File: src/rtl/x_pcie_tx_skp_insert.sv
// -----------------------------------------------------------------------------
// x_pcie_tx_skp_insert
//
// Transmit-side clock tolerance compensation for one PCIe lane. A free-running
// interval counter schedules SKP ordered sets (COM 0xBC followed by SKP_LEN
// SKP 0x1C symbols, all K-symbols). Scheduled sets are queued in a small
// pending counter and inserted into the 8-bit symbol stream only where the
// upstream marks a packet/ordered-set boundary (or the stream is idle). While
// a set is being inserted, the upstream link layer is stalled via in_ready.
// The far-end receiver CTC FIFO relies on these sets arriving on time.
//
// Ports:
//   clk           symbol clock, one symbol per cycle
//   rst           asynchronous active-high reset
//   skp_disable   suppresses SKP scheduling and insertion
//   skp_force     one-cycle pulse requesting one extra SKP ordered set
//   in_valid      upstream symbol valid
//   in_data[7:0]  upstream symbol
//   in_kcntl      upstream K-control flag
//   in_boundary   upstream symbol starts a TLP/DLLP/ordered set
//   in_ready      upstream symbol accepted this cycle (combinational)
//   out_data[7:0] transmit symbol (registered)
//   out_kcntl     transmit K flag (registered)
//   skp_sent      pulse aligned with the last SKP symbol of a set
//   pend_count    number of ordered sets waiting to be inserted
//   pend_overflow pulse when a request is dropped at saturation
// -----------------------------------------------------------------------------
module x_pcie_tx_skp_insert #(
  parameter int SKP_INTERVAL = 1180,
  parameter int SKP_LEN      = 3,
  parameter int MAX_PEND     = 3
) (
  input  logic       clk,
  input  logic       rst,
  input  logic       skp_disable,
  input  logic       skp_force,
  input  logic       in_valid,
  input  logic [7:0] in_data,
  input  logic       in_kcntl,
  input  logic       in_boundary,
  output logic       in_ready,
  output logic [7:0] out_data,
  output logic       out_kcntl,
  output logic       skp_sent,
  output logic [1:0] pend_count,
  output logic       pend_overflow
);

  localparam logic [7:0]  SYM_COM   = 8'hBC;
  localparam logic [7:0]  SYM_SKP   = 8'h1C;
  localparam logic [7:0]  SYM_IDLE  = 8'h00;
  localparam logic [10:0] INTV_LAST = 11'(SKP_INTERVAL - 1);
  localparam logic [2:0]  IDX_LAST  = 3'(SKP_LEN - 1);
  localparam logic [2:0]  PEND_MAX  = 3'(MAX_PEND);

  typedef enum logic [1:0] {
    ST_PASS = 2'd0,
    ST_COM  = 2'd1,
    ST_SKP  = 2'd2
  } state_t;

  state_t      state_r;
  state_t      state_nxt_s;
  logic [10:0] intv_r;
  logic [10:0] intv_nxt_s;
  logic        tick_s;
  logic [2:0]  idx_r;
  logic [2:0]  idx_nxt_s;
  logic [1:0]  pend_r;
  logic [1:0]  pend_nxt_s;
  logic [2:0]  pend_sum_s;
  logic [2:0]  pend_net_s;
  logic        ovf_nxt_s;
  logic        set_done_s;
  logic        start_ins_s;
  logic [7:0]  data_nxt_s;
  logic        k_nxt_s;
  logic        sent_nxt_s;
  logic [7:0]  out_data_r;
  logic        out_kcntl_r;
  logic        skp_sent_r;
  logic        pend_ovf_r;

  // Interval counter: wraps at SKP_INTERVAL-1 and emits the scheduling tick.
  always_comb begin
    intv_nxt_s = intv_r;
    tick_s     = 1'b0;
    if (skp_disable) begin
      intv_nxt_s = 11'd0;
    end else if (intv_r == INTV_LAST) begin
      intv_nxt_s = 11'd0;
      tick_s     = 1'b1;
    end else begin
      intv_nxt_s = intv_r + 11'd1;
    end
  end

  // Last SKP symbol of the current set is being emitted this cycle.
  assign set_done_s = (state_r == ST_SKP) && (idx_r == IDX_LAST);

  // Pending counter: net of tick, force and completion, saturating at MAX_PEND.
  always_comb begin
    pend_sum_s = {1'b0, pend_r} + {2'b00, tick_s} + {2'b00, skp_force};
    pend_net_s = pend_sum_s;
    pend_nxt_s = pend_r;
    ovf_nxt_s  = 1'b0;
    if (set_done_s && (pend_sum_s != 3'd0)) begin
      pend_net_s = pend_sum_s - 3'd1;
    end else begin
      pend_net_s = pend_sum_s;
    end
    // Disabling only discards the backlog once no set is in flight.
    if (skp_disable && (state_r == ST_PASS)) begin
      pend_nxt_s = 2'd0;
      ovf_nxt_s  = 1'b0;
    end else if (pend_net_s > PEND_MAX) begin
      pend_nxt_s = PEND_MAX[1:0];
      ovf_nxt_s  = 1'b1;
    end else begin
      pend_nxt_s = pend_net_s[1:0];
      ovf_nxt_s  = 1'b0;
    end
  end

  // Insertion may start only at a boundary symbol or when upstream is idle.
  assign start_ins_s = (state_r == ST_PASS) && (pend_r != 2'd0) && !skp_disable &&
                       (!in_valid || in_boundary);
  assign in_ready    = (state_r == ST_PASS) && !start_ins_s;

  // Next-state and next-symbol selection. The COM symbol is registered on the
  // PASS decision, so PASS jumps straight to SKP; the COM state is only used
  // for back-to-back sets.
  always_comb begin
    state_nxt_s = state_r;
    idx_nxt_s   = idx_r;
    data_nxt_s  = SYM_IDLE;
    k_nxt_s     = 1'b0;
    sent_nxt_s  = 1'b0;
    case (state_r)
      ST_PASS: begin
        if (start_ins_s) begin
          data_nxt_s  = SYM_COM;
          k_nxt_s     = 1'b1;
          state_nxt_s = ST_SKP;
          idx_nxt_s   = 3'd0;
        end else if (in_valid) begin
          data_nxt_s = in_data;
          k_nxt_s    = in_kcntl;
        end else begin
          data_nxt_s = SYM_IDLE;
          k_nxt_s    = 1'b0;
        end
      end
      ST_COM: begin
        data_nxt_s  = SYM_COM;
        k_nxt_s     = 1'b1;
        state_nxt_s = ST_SKP;
        idx_nxt_s   = 3'd0;
      end
      ST_SKP: begin
        data_nxt_s = SYM_SKP;
        k_nxt_s    = 1'b1;
        if (idx_r == IDX_LAST) begin
          sent_nxt_s = 1'b1;
          idx_nxt_s  = 3'd0;
          // Chain the next set without a gap if work remains.
          if ((pend_nxt_s != 2'd0) && !skp_disable) begin
            state_nxt_s = ST_COM;
          end else begin
            state_nxt_s = ST_PASS;
          end
        end else begin
          idx_nxt_s = idx_r + 3'd1;
        end
      end
      default: begin
        state_nxt_s = ST_PASS;
        idx_nxt_s   = 3'd0;
      end
    endcase
  end

  // State, counters and registered outputs.
  always_ff @(posedge clk or posedge rst) begin
    if (rst) begin
      state_r     <= ST_PASS;
      intv_r      <= 11'd0;
      idx_r       <= 3'd0;
      pend_r      <= 2'd0;
      out_data_r  <= 8'h00;
      out_kcntl_r <= 1'b0;
      skp_sent_r  <= 1'b0;
      pend_ovf_r  <= 1'b0;
    end else begin
      state_r     <= state_nxt_s;
      intv_r      <= intv_nxt_s;
      idx_r       <= idx_nxt_s;
      pend_r      <= pend_nxt_s;
      out_data_r  <= data_nxt_s;
      out_kcntl_r <= k_nxt_s;
      skp_sent_r  <= sent_nxt_s;
      pend_ovf_r  <= ovf_nxt_s;
    end
  end

  assign out_data      = out_data_r;
  assign out_kcntl     = out_kcntl_r;
  assign skp_sent      = skp_sent_r;
  assign pend_count    = pend_r;
  assign pend_overflow = pend_ovf_r;

  x_pcie_tx_skp_insert_chk #(
    .MAX_PEND (MAX_PEND)
  ) u_chk (
    .clk           (clk),
    .rst           (rst),
    .out_data      (out_data_r),
    .out_kcntl     (out_kcntl_r),
    .skp_sent      (skp_sent_r),
    .pend_count    (pend_r),
    .pend_overflow (pend_ovf_r)
  );

endmodule

// -----------------------------------------------------------------------------
// x_pcie_tx_skp_insert_chk
//
// Property checker for the SKP inserter outputs.
// Ports: clk, rst, and the registered outputs of the inserter.
// -----------------------------------------------------------------------------
module x_pcie_tx_skp_insert_chk #(
  parameter int MAX_PEND = 3
) (
  input logic       clk,
  input logic       rst,
  input logic [7:0] out_data,
  input logic       out_kcntl,
  input logic       skp_sent,
  input logic [1:0] pend_count,
  input logic       pend_overflow
);

  localparam logic [1:0] PEND_MAX = 2'(MAX_PEND);

  // Completion pulse always accompanies a SKP K-symbol on the wire.
  a_sent_on_skp: assert property (@(posedge clk) disable iff (rst)
    skp_sent |-> (out_kcntl && (out_data == 8'h1C)));

  // Pending count never exceeds its saturation limit.
  a_pend_bound: assert property (@(posedge clk) disable iff (rst)
    pend_count <= PEND_MAX);

  // A dropped request can only happen with the counter saturated.
  a_ovf_sat: assert property (@(posedge clk) disable iff (rst)
    pend_overflow |-> (pend_count == PEND_MAX));

endmodule

File: config.mk
export PLATFORM = sky130hd
export DESIGN_NAME = x_pcie_tx_skp_insert
export DESIGN_NICKNAME = d
export VERILOG_FILES = /design/src/rtl/x_pcie_tx_skp_insert.sv
export SDC_FILE = /design/constraint.sdc
export NUM_CORES = 1
export LEC_CHECK = 0
export ABC_CLOCK_PERIOD_IN_PS = 7500
export BUFFER_PORTS_ARGS = -buffer_cell sky130_fd_sc_hd__buf_4
export CORE_ASPECT_RATIO = 0.9
export CORE_MARGIN = 5
export CORE_UTILIZATION = 45
export CTS_CLUSTER_SIZE = 24
export DETAILED_ROUTE_END_ITERATION = 10
export PLACE_DENSITY_LB_ADDON = 0.25
export SYNTH_ARGS = -nofsm -noshare
export SYNTH_HDL_FRONTEND = slang
export SYNTH_HIERARCHICAL = 1
export SYNTH_SLANG_ARGS = --single-unit
File: constraint.sdc
create_clock -name clk -period 7.5 [get_ports clk]
set_input_delay 0.375 -clock clk [delete_from_list [all_inputs] [get_ports clk]]
set_output_delay 0.375 -clock clk [all_outputs]
set_load 0.05 [all_outputs]
==> impl_metrics.py, run 1 <==
metrics = {
    "global_route": {
        "track_usage": 0.146,
        "gr-total-overflow": 0,
        "grt_max_degree": 30,
        "antenna_found_initial": 0,
        "grt_pass1_vias": 1150,
        "grt_pass1_wl_um": 5190,
    },
    "floorplan": {
        "fp-row-count": 19,
        "initial_core_util": 0.472,
        "dieArea_um2": 4480,
        "die_w_um": 70.0,
        "core_um2": 3090,
        "io_pins": 29,
        "die_h_um": 64.0,
    },
    "clock_tree": {
        "cts_max_path_buffers": 2,
        "root_buffer": "clkbuf_4",
        "cts_setup_buffers": 0,
        "numCtsBuffers": 5,
        "cts_hold_buf": 0,
        "ctsResizeCount": 0,
        "cts.sinks": 29,
        "clkTransAtPathRegs_ps": 100,
        "cts_tree": "yes",
        "clock_latency_ps": 330,
        "htree_levels": 2,
    },
    "finish": {
        "area_delta_synth_final_pct": 19.8,
        "multi_input_area_um2": 669,
        "layout.nets": 192,
        "layout_commonest_cell": "dfrtp_1",
        "diodes": 0,
        "design_area_um2": 1750,
        "regArea_um2": 726,
        "final_cells": 211,
        "nFillCells": 286,
        "layout_common_cells": "dfrtp_1, buf_4, nor2_1, inv_1, ha_1",
        "drive_gt1_frac": 0.225,
    },
    "logic_synthesis": {
        "ys_seq_area_frac": 0.498,
        "netlist_instances": 138,
        "yosysTopAreaCell": "dfrtp_1",
        "synth-edff-count": 0,
        "synth_fp_nets": 162,
        "syn_avg_cell_area_um2": 10.6,
        "synth_top_area_share": 0.498,
        "synthTopCellsByArea": "dfrtp_1, ha_1, xor2_1",
        "synth_ff_type": "dfrtp_1",
        "yosys_register_bits": 29,
        "synth_cell_type_count": 38,
        "async_reset_ff_frac": 1.00,
        "yosysWarningCount": 6,
        "syn_area_um2": 1460,
    },
    "worst_setup_path": {
        "startpoint_type": "register",
        "crit_slowest_cell": "dfrtp_1",
        "crit_type": "register to register",
        "worst_setup_path_end_kind": "register",
        "max_stage_delay_ps": 430,
        "crit_path_frequent_cell": "ha_1",
        "crit_arrival_ps": 3010,
        "required_ps": 7700,
        "cp_max_fo": 4,
        "path_cells": "ha_1 -> nand4_1 -> nor2_1 -> fa_1 -> ha_1 -> inv_1 -> ha_1 -> ha_1 -> nor2b_1 -> a32oi_1 -> a22oi_1 -> o22ai_1",
        "ff2ff_setup_slack_ps": 4690,
    },
    "routing": {
        "topRoutingLayerUsed": "met4",
        "vias": 1095,
        "wl_met3_um": 196,
        "viasPerCell": 5.19,
        "post_drt_wl_per_cell_um": 14.0,
        "wl_met1_um": 1260,
        "dr.pass1.iters": 4,
        "wl_um": 2950,
        "detail_route.iter0.violations": 85,
        "remaining_drc_errors": 0,
        "ant_nets": 0,
        "wl_met2_um": 1480,
    },
    "pwr": {
        "p_per_area_nw_per_um2": 377,
        "p_leak_uw": 0.000830,
        "ir_worst_vdd_mv": 0.229,
    },
    "sta": {
        "max_slew_margin": 0.286,
        "setup_viol": 0,
        "fin_skew_ps": 13.1,
        "whs_ps": 248,
        "max_freq_mhz": 356,
        "tns_ps": 0,
        "fin_ws_ps": 4690,
        "slew_viol_final": 0,
        "rsz0062_at_grt": "false",
        "hold_violations": 0,
        "post-route-period-util": 0.375,
        "post-route-min-period_ps": 2810,
        "worstMarginPinSlew_ps": 1070,
    },
    "placement": {
        "dp_hpwl_um": 2200,
        "dp.cells": 203,
        "place_ws_ps": 4710,
        "gp_congestion": 0.813,
        "placed_area_um2": 1690,
        "port-buffer-count": 28,
    },
    "worst_hold_path": {
        "min_path_type": "input port to register",
    },
    "run_status": {
        "outcome": "finished clean",
    },
    "flow_run": {
        "maxCapViolations": 0,
    },
}
==> through the flow <==
step                      total power (uW)  utilization
after global placement                 556        0.547
after CTS                              665        0.565
after floorplan                        479            -
final                                  659        0.565
after global routing                   707        0.565
after detailed placement               570        0.547
==> critical path, delay by kind of cell, from the launching register on <==
family                   cells  cell delay (ps)
AO/OA/AOI/OAI                3              450
adder cells (fa/ha/maj)      5             1380
buffers and inverters        1               50
flip-flops                   1              430
AND/OR/NAND/NOR              3              370
==> final timing paths <==
check,cells after the start,start,end
max,12,intv_r[0],state_r[0]
min,2,in_data[0],out_data[0]
max reg2reg,12,intv_r[0],state_r[0]
min in group asynchronous,2,rst,out_data[6]
max in group asynchronous,2,rst,state_r[0]
min reg2reg,1,intv_r[0],intv_r[0]
==> registers in the layout, indices dropped and copies added (netlist names) <==
name,cells
idx_r,3
pend_count,2
pend_overflow,1
skp_sent,1
intv_r,11
out_data,8
state_r,2
out_kcntl,1
==> cells in the mapped netlist (3+ instances only) <==
cell type  number
nand3_1         6
o21ai_0         6
a21oi_1         7
dfrtp_1        29
nor2_1         14
and2_1          5
nand4_1         5
ha_1            8
inv_1           9
xor2_1          7
xnor2_1         3
nand2_1         4
==> layer usage <==
layer	up-vias	track usage
li1	541	-
met1	520	0.178
met2	32	0.231
met3	2	0.0643
met4	0	0.0502
met5	-	0
==> final cells by class <==
type                    count  share of cell area
clock buffers               5              0.0215
clock inverters             3              0.0100
inverters                   9              0.0193
multi-input cells          95               0.383
flip-flops and latches     29               0.415
well taps                  42              0.0301
repair buffers             28               0.120
==> cell families (layout without fill, tap and decap cells) <==
logic type	count (synthesis)	after routing	share of synthesized area
AOI/OAI and AO/OA	25	25	0.109
xor gates and xnor gates	10	10	0.0601
adders and majority gates	9	9	0.0824
buffers and inverters	14	45	0.0429
DFF	29	29	0.498
muxes	1	1	0.00687
and+or+nand+nor	50	50	0.201
==> report_power, final <==
group	leakage (uW)	switching [uW]	internal, uW
Combinational	0.000419	232	119
Clock	0.0000310	55.7	35.3
Sequential	0.000380	21.9	196
Total	0.000830	309	350
Power figures use the tool's default switching activity.
==> run 2, diff against run 1 <==
ABC_AREA = 1   (was default)
ABC_CLOCK_PERIOD_IN_PS = 2800   (was 7500)
clock period = 2.8 ns   (was 7.5 ns; I/O delays follow)
==> impl_metrics.py, run 2 <==
metrics = {
    "logic_synthesis": {
        "netlist_top_cells_count": "nand2_1, dfrtp_1, inv_1",
        "yosysWarningCount": 6,
        "syn_area_um2": 1540,
        "async_reset_ff_frac": 1.00,
        "netlist_instances": 179,
        "synth_top_area_share": 0.471,
        "synth_cell_type_count": 29,
        "yosysTopAreaCell": "dfrtp_1",
        "yosys_register_bits": 29,
        "synth-edff-count": 0,
        "synthTopCellsByArea": "dfrtp_1, nand2_1, ha_1",
        "synth_ff_type": "dfrtp_1",
        "ys_seq_area_frac": 0.471,
        "syn_avg_cell_area_um2": 8.61,
        "synth_most_common_cell": "nand2_1",
        "synth_fp_nets": 203,
    },
    "finish": {
        "regArea_um2": 726,
        "design_area_um2": 1930,
        "layout_common_cells": "nand2_1, buf_4, dfrtp_1, inv_1, nor2_1",
        "layout.nets": 239,
        "area_delta_synth_final_pct": 25.2,
        "largest_register": "intv_r",
        "layout_commonest_cell": "nand2_1",
        "post-route-util": 0.580,
        "nFillCells": 302,
        "drive_gt1_frac": 0.264,
        "largest_reg_flops": 11,
        "multi_input_area_um2": 712,
        "diodes": 0,
    },
    "clock_tree": {
        "cts_max_path_buffers": 2,
        "clkTransAtPathRegs_ps": 60,
        "cts_tree": "yes",
        "cts.sinks": 29,
        "cts_hold_buf": 0,
        "numCtsBuffers": 5,
        "clock_latency_ps": 280,
        "root_buffer": "clkbuf_8",
        "htree_levels": 2,
    },
    "sta": {
        "post-route-min-period_ps": 2710,
        "hold_violations": 0,
        "fin_skew_ps": 4.67,
        "setup_viol": 0,
        "max_slew_margin": 0.281,
        "worstMarginPinSlew_ps": 1080,
        "fin_ws_ps": 88.3,
        "max_freq_mhz": 369,
        "post-route-period-util": 0.968,
        "slew_viol_final": 0,
    },
    "floorplan": {
        "die_h_um": 65.5,
        "die_w_um": 71.7,
        "initial_core_util": 0.463,
        "core_um2": 3330,
        "io_pins": 29,
        "fp-row-count": 20,
        "dieArea_um2": 4700,
    },
    "routing": {
        "viasPerCell": 4.92,
        "ant_nets": 0,
        "post_drt_wl_per_cell_um": 12.9,
        "wl_met3_um": 196,
        "wl_um": 3350,
        "wl_met1_um": 1510,
        "detail_route.iter0.violations": 54,
        "remaining_drc_errors": 0,
        "topRoutingLayerUsed": "met4",
        "vias": 1279,
        "wl_met2_um": 1590,
        "dr.pass1.iters": 5,
    },
    "placement": {
        "placed_area_um2": 1790,
        "port-buffer-count": 28,
        "dp_hpwl_um": 2400,
        "place_ws_ps": 16.7,
        "gp_congestion": 0.798,
    },
    "global_route": {
        "track_usage": 0.154,
        "antenna_found_initial": 0,
        "grt_pass1_wl_um": 5560,
        "gr-total-overflow": 0,
        "grt_pass1_vias": 1223,
        "grt_max_degree": 30,
    },
    "worst_hold_path": {
        "min_path_type": "input port to register",
        "hold_start": "in_data[1]",
    },
    "worst_setup_path": {
        "crit_path_frequent_cell": "nand2_1",
        "cp_num_buf_inv": 1,
        "required_ps": 2970,
        "r2r_start": "intv_r[1]",
        "worst_setup_path_end_kind": "register",
        "max_stage_delay_ps": 420,
        "critical_path_depth": 17,
        "cp_max_fo": 3,
        "crit_type": "register to register",
        "critical_path.startpoint": "intv_r[1]",
        "crit_slowest_cell": "dfrtp_1",
        "ff2ff_setup_slack_ps": 90,
        "reg2regPathDepth": 17,
        "startpoint_type": "register",
        "critPathTopFamily": "adder cells",
        "crit_arrival_ps": 2880,
        "path_cells": "ha_4 -> nand2_1 -> nor3_2 -> nand4_1 -> nor2_1 -> fa_1 -> ha_1 -> inv_1 -> ha_1 -> ha_1 -> nand4_1 -> nand2_1 -> nand2_1 -> nand2_1 -> nand2_1 -> nand2_1 -> nand2_1",
        "worstSetupEndpoint": "state_r[0]",
        "r2r_end": "state_r[0]",
    },
    "run_status": {
        "outcome": "finished clean",
    },
    "pwr": {
        "p_per_area_nw_per_um2": 1050,
        "p_leak_uw": 0.000971,
        "total_power_uw": 2020,
        "ir_worst_vdd_mv": 0.713,
    },
    "flow_run": {
        "maxCapViolations": 0,
    },
}
run 2: cell count changes after synthesis, sizes merged, moves of 3 or more:
cell   previous run  this run
nand3             6         9
nand2             4        44
nor3              0         6
and2              5         0
a21oi             8         3
xor2              7         4
a31oi             0         5
nor2b             3         0
nor2             14        26
inv               9        26
run 2: power by group:
group          leakage [uW]  internal [uW]  total (uW)  switching [uW]
Combinational      0.000536            327        1050             721
Clock             0.0000542            221         373             151
Sequential         0.000380            529         597            67.7
run 2: kinds of logic (layout without fill, tap and decap cells):
family,count (synthesis),after routing,synth area share
compound gates,14,14,0.0560
xor+xnor,5,5,0.0284
fa+ha+maj,9,9,0.0779
buf+inv,28,65,0.0787
flops,29,29,0.471
simple gates,94,94,0.288
run 2: timing repair:
| action | 4_1_cts | 5_1_grt |
|---|---|---|
| setup buffers | 0 | 3 |
| resized for setup | 0 | 4 |
| endpoints found under the setup margin | 0 | 2 |
run 2: worst min-delay path, stage by stage:
cell,delay [ps]
buf_4,110
nand2_1,50
nor2_1,30
run 2: layout make-up:
cell class / instances / share of cell area
Clock inverter: 1 / 0.00259
Inverter: 26 / 0.0532
Clock buffer: 7 / 0.0499
Tap cell: 44 / 0.0285
Timing Repair Buffer: 31 / 0.121
Sequential cell: 29 / 0.376
Multi-Input combinational cell: 122 / 0.369
run 2: worst min-delay path by stage:
stage | cells past startpoint | endpoint
3_3_place_gp | 3 | out_data[1]
6_report | 3 | out_data[1]
3_5_place_dp | 3 | out_data[0]
2_1_floorplan | 1 | idx_r[0]
5_1_grt | 3 | out_data[6]
4_1_cts | 3 | out_data[0]
run 2: per-stage QoR:
| step | TNS [ps] | hold slack (ps) | instances |
|---|---|---|---|
| finish | 0 | 83.9 | 260 |
| global route | -21.5 | 92.6 | 260 |
| CTS | 0 | 80.1 | 257 |
| detailed placement | 0 | 376 | 249 |
| global placement | 0 | 372 | 249 |
| floorplan | 0 | 218 | 179 |
run 2: routing by layer:
| metal | global-route usage | up-vias |
|---|---|---|
| met5 | 0 | - |
| met1 | 0.203 | 606 |
| met3 | 0.0505 | 5 |
| met2 | 0.235 | 29 |
| met4 | 0.0563 | 0 |
| li1 | - | 639 |
